**config.mk**
```make
export PLATFORM = sky130hd
export DESIGN_NAME = param_ring_buffer
export DESIGN_NICKNAME = d
export VERILOG_FILES = /design/src/rtl/param_ring_buffer.sv
export SDC_FILE = /design/constraint.sdc
export NUM_CORES = 1
export LEC_CHECK = 0
export CORE_ASPECT_RATIO = 0.75
export CORE_MARGIN = 2
export CORE_UTILIZATION = 30
export DETAILED_ROUTE_END_ITERATION = 12
export HOLD_SLACK_MARGIN = 0.02
export MAX_ROUTING_LAYER = met4
export PLACE_DENSITY = 0.53
export SETUP_SLACK_MARGIN = 0.4
export SLEW_MARGIN = 10
export SYNTH_ARGS = -nofsm -noshare
export SYNTH_HDL_FRONTEND = slang
export SYNTH_SLANG_ARGS = --single-unit
```
**constraint.sdc**
```tcl
create_clock -name clk -period 6.7 [get_ports clk]
set_input_delay 1.675 -clock clk [delete_from_list [all_inputs] [get_ports clk]]
set_output_delay 1.675 -clock clk [all_outputs]
set_load 0.02 [all_outputs]
```
**src/rtl/param_ring_buffer.sv**
```systemverilog
// Circular sample buffer with valid/ready on both sides, occupancy status and sample/drop statistics.
// OVERWRITE selects back-pressure when full (0) or replacing the oldest entry (1).
module param_ring_buffer #(
    parameter int DATA_W    = 8,
    parameter int DEPTH     = 16,
    parameter int CNT_W     = 8,
    parameter int AFULL_TH  = DEPTH - 2,
    parameter int OVERWRITE = 0
) (
    input  logic                     clk,
    input  logic                     rst_n,
    input  logic                     clear,
    input  logic                     in_valid,
    output logic                     in_ready,
    input  logic [DATA_W-1:0]        in_data,
    output logic                     out_valid,
    input  logic                     out_ready,
    output logic [DATA_W-1:0]        out_data,
    output logic [$clog2(DEPTH):0]   level,
    output logic                     empty,
    output logic                     full,
    output logic                     almost_full,
    output logic [CNT_W-1:0]         sample_cnt,
    output logic [CNT_W-1:0]         drop_cnt
);
    localparam int AW = $clog2(DEPTH);
    localparam logic [AW:0] LEVEL_MAX = (AW+1)'(DEPTH);
    localparam logic [AW:0] AFULL_LVL = (AW+1)'(AFULL_TH);

    logic [DATA_W-1:0] mem [DEPTH];
    logic [AW-1:0]     wr_ptr;
    logic [AW-1:0]     rd_ptr;
    logic [AW:0]       level_q;
    logic [CNT_W-1:0]  sample_q;
    logic [CNT_W-1:0]  drop_q;
    logic              push;
    logic              pop;
    logic              drop;

    assign empty       = (level_q == '0);
    assign full        = (level_q == LEVEL_MAX);
    assign almost_full = (level_q >= AFULL_LVL);
    assign level       = level_q;
    assign sample_cnt  = sample_q;
    assign drop_cnt    = drop_q;

    // Handshake readiness depends only on registered level and clear, never on the opposite side.
    assign in_ready  = !clear && (!full || (OVERWRITE != 0));
    assign out_valid = !empty && !clear;
    assign out_data  = mem[rd_ptr];

    assign push = in_valid && in_ready;
    assign pop  = out_valid && out_ready;
    // A push into a full ring with no concurrent pop replaces the head entry.
    assign drop = push && !pop && full;

    always_ff @(posedge clk) begin
        if (push) begin
            mem[wr_ptr] <= in_data;
        end
    end

    always_ff @(posedge clk or negedge rst_n) begin
        if (!rst_n) begin
            wr_ptr   <= '0;
            rd_ptr   <= '0;
            level_q  <= '0;
            sample_q <= '0;
            drop_q   <= '0;
        end else if (clear) begin
            wr_ptr  <= '0;
            rd_ptr  <= '0;
            level_q <= '0;
            drop_q  <= '0;
        end else begin
            if (push) begin
                wr_ptr   <= wr_ptr + 1'b1;
                sample_q <= sample_q + 1'b1;
            end
            if (pop || drop) begin
                rd_ptr <= rd_ptr + 1'b1;
            end
            if (push && !pop && !full) begin
                level_q <= level_q + 1'b1;
            end else if (pop && !push) begin
                level_q <= level_q - 1'b1;
            end
            if (drop && (drop_q != '1)) begin
                drop_q <= drop_q + 1'b1;
            end
        end
    end

endmodule
```
# After elaboration in Yosys (flattened, before gate mapping)
# Memory sizes are Yosys's and may differ from the RTL's.
# Cells that the tools add are included.
word_totals:
  ff_bits: 29
  latch_bits: 0
  ram_bits: 128
  romBits: 0
  in_bits: 13
  output_inout_bits: 34
  wordCells: 48
  mem_count: 1
memory_table:
  columns: ["memory", "words", "width", "rd", "rd_ports_with_merged_regs", "write_ports", "line", "text"]
  rows:
  - ["mem", 16, 8, 1, 0, 1, "30", "logic [DATA_W-1:0] mem [DEPTH];"]
classes:
  addsub: 6
  n_mul: 0
  div_mod_pow: 0
  n_lt_le_gt_ge: 1
  n_eq_ne: 2
  shifts: 0
  n_mux: 11
  n_bitwise: 1
  reduce_logical: 21
op_table:
  columns: ["cell", "count"]
  rows:
  - ["$add 8x1->8 const B", 2]
  - ["$mux 4", 4]
  - ["$mux 8", 2]
  - ["$mux 5", 3]
  - ["$logic_and 1x1->1", 9]
  - ["$add 4x1->4 const B", 2]
  - ["$ne 8x8->1 const B", 1]
  - ["$reduce_bool 2->1", 3]
  - ["$add 5x1->5 const B", 1]
  - ["$eq 5x5->1 const B", 1]
  - ["$ge 5x4->1 const B", 1]
  - ["$logic_not 1->1", 5]
  - ["$logic_not 5->1", 1]
  - ["$sub 5x1->5 const B", 1]
  - ["$reduce_bool 3->1", 1]
  - ["$mux 1", 2]
  - ["$reduce_and 2->1", 1]
  - ["$logic_or 1x1->1", 1]
  - ["$not 1->1", 1]

# Longest topological paths before layout
logic_depth:
  word_depth: 10
  mapped_depth: 9
  depth_no_buf: 8

# Worst setup path before layout
# OpenSTA, ideal clock, no wires.
synth_timing:
  kind: "input -> output"
  from: "input clear"
  to: "output in_ready"
  t_arrival_ns: 2.407
  t_required_ns: 5.025
  setup_slack_ns: 2.618
  cell_stages: 3
  n_path_buf: 2
  path_cell_list: "buf_4 > clkbuf_1 > a21oi_1"
synth_between:
  elab_chain_len: 2
synth_rtl:
  columns: ["item", "line", "text"]
  rows:
  - ["start: declaration", "12", "input logic clear,"]
  - ["$logic_not 1->1", "48", "assign in_ready = !clear && (!full || (OVERWRITE != 0));"]
  - ["$logic_and 1x1->1", "48", null]
  - ["end: declaration", "14", "output logic in_ready,"]
# No other way between the ends.

# Worst setup path after layout
layout_timing:
  from: "register rd_ptr[0]"
  to: "output out_data[6]"
layout_between:
  elab_chain_len: 1
layout_rtl:
  columns: ["item", "line", "text"]
  rows:
  - ["start: declaration", "32", "logic [AW-1:0] rd_ptr;"]
  - ["start signal: assignment", "81", "rd_ptr <= rd_ptr + 1'b1;"]
  - ["$mem_v2 16x8", null, null]
  - ["end: declaration", "18", "output logic [DATA_W-1:0] out_data,"]
# No other way between the ends.

==> out/summary.json <==
{
  "cts": {
    "tritoncts_buffer_count": 17,
    "clock_tree.htree_level_count": 4,
    "ctsRootBufferMaster": "clkbuf_16",
    "tritoncts_num_sinks": 157,
    "tritoncts": "yes",
    "cts.repair_timing.setup_buffer_count": 0,
    "cts_hold_repair.buffers": 0,
    "cts.path.max_buffers": 2,
    "clock_latency_ns": 0.42,
    "clk_transition_reported_paths_ns": 0.06,
    "post_cts_resized": 0
  },
  "cells_and_area": {
    "fillers": 1954,
    "drive_above_1_share_pct": 13.20,
    "flow.area_growth_from_synthesis_pct": 21.18,
    "nets": 473,
    "post_layout_nonfiller_instances": 750,
    "n_antenna_cell": 0
  },
  "worst_setup_path": {
    "rr_endpoint": "level[4]",
    "reg2reg_from": "level[1]",
    "r2r.worst_path.cells": 7,
    "critical_path.slowest_cell": "dfrtp_2",
    "timing.critical_path.arrival_ns": 3.41,
    "worstSetupStartpointType": "flip-flop",
    "critical-path-max-stage-delay_ns": 1.06,
    "timing.critical_path.to_type": "output pin",
    "criticalPathCategory": "reg -> out",
    "crit_path_cell_trace": "buf_4 > mux4_2 > a22oi_1 > nand2_1 > clkdlybuf4s50_1",
    "critical_path.max_fanout": 36,
    "worstSetupStartpoint": "rd_ptr[0]",
    "worstPathRequired_ns": 5.03,
    "r2r_slack_ns": 3.80
  },
  "global_routing": {
    "grt_antenna_before_repair": 0,
    "number_of_global_route_vias_before_repair": 3565,
    "grt-ovfl-total": 0,
    "groute.usage.overall_pct": 12.64,
    "grt_start_max_net_pins": 37,
    "grt_first_pass_wirelength_um": 21140
  },
  "detailed_routing": {
    "wl_per_cell_um": 18.07,
    "drc": 0,
    "dr.first_iter.drc_count": 220,
    "vias_per_cell": 4.784,
    "ant_nets": 0,
    "drt_first_pass_iters": 5,
    "routed-via-count": 3588,
    "drt_wl_total_um": 13550
  },
  "power": {
    "share_comb_of_total_power_pct": 24.2,
    "pwr-share-seq_pct": 42.2,
    "share_clk_of_total_power_pct": 33.6,
    "switching_power_mw": 0.8735,
    "static-leakage-power_nw": 2.672,
    "pwr_density_cell_nw_per_um2": 369.9,
    "internal_power_mw": 2.055,
    "total_power_consumption_mw": 2.929,
    "power_switching_share_pct": 29.82,
    "max-vdd-ir-drop_mv": 0.1759
  },
  "hold_path": {
    "worstHoldPathType": "reg -> reg",
    "worstHoldEndpoint": "sample_cnt[7]",
    "worstHoldPathCells": 1,
    "min-delay-start": "sample_cnt[7]"
  },
  "sta": {
    "finalSetupViolations": 0,
    "final_min_period_over_clock_period_pct": 75.87,
    "fin_skew_ns": 0.006173,
    "finalHoldViolCount": 0,
    "grt_setup_unrepaired": "no",
    "max_clock_freq_mhz": 196.7,
    "layout_setup_ws_ns": 1.617,
    "slew_viol_final": 0,
    "slew_headroom_pct": 29.76,
    "final.min_clock_period_ns": 5.083,
    "worstMarginPinSlew_ns": 1.054,
    "fin_setup_tns_ns": 0
  },
  "run_status": {
    "result_of_the_run": "finished, final reports clean"
  },
  "synth": {
    "yosys_warnings": 0,
    "syn_area_per_cell_um2": 16.42,
    "synth_edf_count": 128,
    "post_synthesis_sequential_area_ratio_pct": 69.92,
    "synth_flop_cell": "edfxtp_1",
    "async_flop_share_pct": 18.47,
    "xor_and_xnor_fraction_of_the_mapped_netlist_area_pct": 1.742,
    "portion_of_netlist_area_occupied_by_mux_cells_pct": 11.43,
    "synth_compound_gate_area_share_pct": 6.510,
    "yosysMostFrequentCell": "edfxtp_1",
    "yosys_register_bits": 157,
    "post_synth_and_or_nand_nor_area_fraction_pct": 6.261,
    "cell_type_contributing_the_most_total_cell_area_after_synthesis": "edfxtp_1",
    "synth_area_um2": 6535,
    "syn-num-nets": 422,
    "post_synth_inst_count": 398,
    "synth_fa_ha_area_share_pct": 2.221,
    "synth.cells.most_frequent": "edfxtp_1, mux2i_1, dfrtp_1",
    "share_of_yosys_cell_area_claimed_by_the_top_area_cell_type_pct": 58.82,
    "post_synth_main_area_contributors": "edfxtp_1, dfrtp_1, mux2i_1, mux4_2, a221oi_1",
    "post_synthesis_cell_type_count": 48,
    "synth_top_family_by_area": "multiplexers"
  },
  "die": {
    "dieArea_um2": 22990,
    "rows": 46,
    "die_extent_in_y_um": 131.8,
    "pin_count": 47,
    "core_area_um2": 21240,
    "die_span_x_um": 174.4,
    "start_util_pct": 30.77
  },
  "placed_design": {
    "io_buffers": 46,
    "placement.setup.worst_slack_ns": 1.916,
    "routabilityCongestion": 0.7773,
    "dpl.hpwl_um": 9070,
    "cells_after_dpl": 718
  },
  "job": {
    "max_cap_viol": 0
  }
}
[worst max-delay path: cells and delay by family, from the launching register on]
family                 cells  cell delay, ns
buffers and inverters      2            1.02
flip-flops                 1            1.06
multiplexers               1            0.59
AO/OA/AOI/OAI              1            0.18
AND/OR/NAND/NOR            1            0.11
[through the flow]
stage / hold WS (ns) / util (%) / area [µm²]
after global placement: 0.4621 / 34.41 / 7307
after detailed placement: 0.4650 / 34.41 / 7307
final: 0.4738 / 37.29 / 7919
after CTS: 0.4769 / 37.29 / 7919
after floorplan: 0.5569 / - / 6535
after global routing: 0.5050 / 37.29 / 7919
[worst max-delay path by stage]
stage / depth (start not counted) / to
finish: 5 / out_data[6]
global route: 5 / out_data[6]
CTS: 5 / out_data[6]
detailed placement: 4 / in_ready
floorplan: 3 / in_ready
global placement: 4 / in_ready
[power by group through the flow]
stage	clock [mW]	combinational [mW]	sequential, mW
after global routing	1.05	0.766	1.25
after floorplan	0	0.489	1.21
final	0.985	0.709	1.24
after CTS	1.01	0.717	1.24
after global placement	0	0.703	1.26
after detailed placement	0	0.713	1.26
[cell type report]
class / instances / area (µm²) / area share (%)
sequential: 157 / 4571 / 57.72
multi-input combinational: 211 / 1841 / 23.24
timing repair buffer: 50 / 490.5 / 6.194
clock buffer: 17 / 425.4 / 5.372
tap: 288 / 360.3 / 4.550
clock inverter: 15 / 186.4 / 2.354
inverter: 12 / 45.04 / 0.5688
[cell usage in the layout (no fill, tap or decap), types with 2 or more instances in the layout]
cell type,netlist,final
edfxtp_1,128,128
clkdlybuf4s50_1,0,46
mux2i_1,36,36
dfrtp_1,29,28
nor2_1,18,18
clkbuf_16,0,17
nand2_1,16,16
a221oi_1,16,16
mux4_2,16,16
o21ai_0,11,11
inv_1,10,10
nor2b_1,10,10
and2_1,10,10
xnor2_1,10,10
ha_1,10,10
a22oi_1,8,8
a21oi_1,8,8
nand3_1,8,8
inv_6,0,4
clkinvlp_4,0,4
buf_4,1,4
clkinv_1,2,3
xor2_1,3,3
a211oi_1,3,3
bufinv_16,0,3
and3_1,2,2
nand4_1,2,2
inv_8,0,2
[kinds of logic after synthesis]
family	Yosys count
xor gates and xnor gates	13
AOI/OAI and AO/OA	56
adders and majority gates	11
muxes	54
and+or+nand+nor	77
DFF	157
buffers and inverters	30
[flip-flops by register name, summed over array words and instances (netlist names)]
name / cells
mem: 128
rd_ptr: 4
drop_cnt: 8
level: 5
sample_cnt: 8
wr_ptr: 4
[routing by layer]
| metal | part of all wire [%] | global-route usage (%) |
|---|---|---|
| met1 | 50 | 17.89 |
| met2 | 45 | 17.99 |
| met3 | 4.7 | 3.258 |
| met4 | 0.79 | 3.361 |
| met5 | 0 | - |
Power figures use the tool's default switching activity.
==> patch (same flow settings) <==
Set the parameter `DATA_W` to 6 (it was 8).
--- a/src/rtl/param_ring_buffer.sv
+++ b/src/rtl/param_ring_buffer.sv
@@ -3,3 +3,3 @@
 module param_ring_buffer #(
-    parameter int DATA_W    = 8,
+    parameter int DATA_W    = 6,
     parameter int DEPTH     = 16,
Interface: changed (resized in_data and out_data); port bits go from 47 to 43. No check against the original RTL was run, so the function may have changed too.
==> patch against the original RTL <==
- total power down 18%
- largest power group unchanged
- sequential cell count decreased by 32
- setup slack improved by 120 ps
- final cell count shrank 16%
- synthesized area down 20%
- routed wire length shrank 19%
- via count decreased by 19%
- final area decreased by 18%
- non-clock buffer count down 5
==> patch: results (changes against the original RTL) <==
metric,value,unit,change
largest_reg_flops,96,,was 128
grt_pass1_vias,3055,,was 3565
p_leak,2.278,nW,was 2.672 nW
status,finished clean,,unchanged
port_buffers,42,,was 46
max-vdd-ir-drop,0.1665,mV,was 0.1759 mV
yosysSeqAreaShare,0.6867,,was 0.6992
drive_above_1_share,0.1560,,was 0.1320
grtUsageMet3,0.03300,,was 0.03258
wirelength,11020,um,was 13550 um
fin_skew,8.446,ps,was 6.173 ps
viasPerCell,4.620,,was 4.784
ys_types,39,,was 48
synth_top_cells_by_count,"edfxtp_1 (96), dfrtp_1 (29), mux2i_1 (18), nand2_1 (18)",,"was edfxtp_1 (128), mux2i_1 (36), dfrtp_1 (29), nor2_1 (18)"
nNetsFinal,400,,was 473
critPathMaxFanout,20,,was 36
dp_slack,1709,ps,was 1916 ps
crit_slowest_cell,clkdlybuf4s50_1,,was dfrtp_2
dp.cells,595,,was 718
cts.clk_slew.worst_paths,50,ps,
synth_fp_nets,351,,was 422
synth-edff-count,96,,was 128
grt_max_degree,30,,was 37
first_pass_iters,5,,unchanged
slowest_delay,770,ps,was 1060 ps
tightestPinTransition,908.2,ps,was 1054 ps
dp_hpwl,7141,um,was 9070 um
root_buffer,clkbuf_16,,unchanged
syn_avg_cell_area,15.97,um^2,was 16.42 um^2
met1_usage,0.1791,,was 0.1789
fin_hold_ws,475.9,ps,was 473.8 ps
dr_wl_met2,4945,um,was 6071 um
async_flop_share,0.2320,,was 0.1847
globalplace.congestion,0.7656,,was 0.7773
power-per-cell-area,370.1,mW/mm^2,was 369.9 mW/mm^2
routed-wl-met3,624,um,was 639 um
track_usage,0.1310,,was 0.1264
wirelength_met1,5333,um,was 6733 um
synth_area_leaders,"edfxtp_1 (55%), dfrtp_1 (14%), mux4_2 (5.1%), mux2i_1 (3.4%), ha_1 (2.4%)",,"was edfxtp_1 (59%), dfrtp_1 (11%), mux2i_1 (5.5%), mux4_2 (5.5%), a221oi_1 (2.1%)"
grt_pass1_wl,17300,um,was 21140 um
fillers,1568,,was 1954
place_area,0.005918,mm^2,was 0.007307 mm^2
cp_top_family,buffers and inverters,,was flip-flops
worst_ep_arrival_time,3280,ps,was 3410 ps
max_freq,0.2017,GHz,was 0.1967 GHz
reg2reg_slack,3850,ps,was 3800 ps
num_antenna_cells,0,,unchanged
==> patch: changes by cell type after synthesis, sizes merged, moves of 7 or more <==
cell	change
edfxtp	-32
nor2	-7
mux2i	-18
inv	-7
a221oi	-10
mux2	+8
==> patch: path summary, 6_finish.rpt <==
| path | from | to | cells past startpoint |
|---|---|---|---|
| worst max-delay path | clear | out_valid | 3 |
| max in group asynchronous | rst_n | rd_ptr[0]$_DFFE_PN0P_ | 2 |
| worst min register to register | sample_cnt[7]$_DFFE_PN0P_ | sample_cnt[7]$_DFFE_PN0P_ | 1 |
| min in group asynchronous | rst_n | drop_cnt[1]$_DFFE_PN0P_ | 2 |
| worst max register to register | level[1]$_DFFE_PN0P_ | level[4]$_DFFE_PN0P_ | 8 |
| worst min-delay path | sample_cnt[7]$_DFFE_PN0P_ | sample_cnt[7]$_DFFE_PN0P_ | 1 |
==> patch: cells by family (layout without fill, tap and decap cells) <==
group | Yosys count | after routing | synth area share
mux | 40 | 40 | 0.1071
buf+inv | 18 | 80 | 0.01738
fa+ha+maj | 11 | 11 | 0.02762
xor+xnor | 15 | 15 | 0.02500
compound gates | 45 | 45 | 0.05786
simple gates | 75 | 75 | 0.07833
flops | 125 | 125 | 0.6867
==> patch: final cells by class <==
type / count / area share
multi-input combinational: 186 / 0.2398
inverter: 3 / 0.001732
tap: 236 / 0.04543
timing repair buffer: 45 / 0.06814
clock buffer: 19 / 0.06660
sequential: 125 / 0.5553
clock inverter: 13 / 0.02291
==> patch: power by group <==
group          leakage (nW)  internal (mW)  total, mW  switching [mW]
registers              1.25          0.881      0.968          0.0873
clock network         0.288          0.579      0.904           0.325
logic                 0.739          0.269      0.534           0.265
total                  2.28           1.73       2.41           0.677
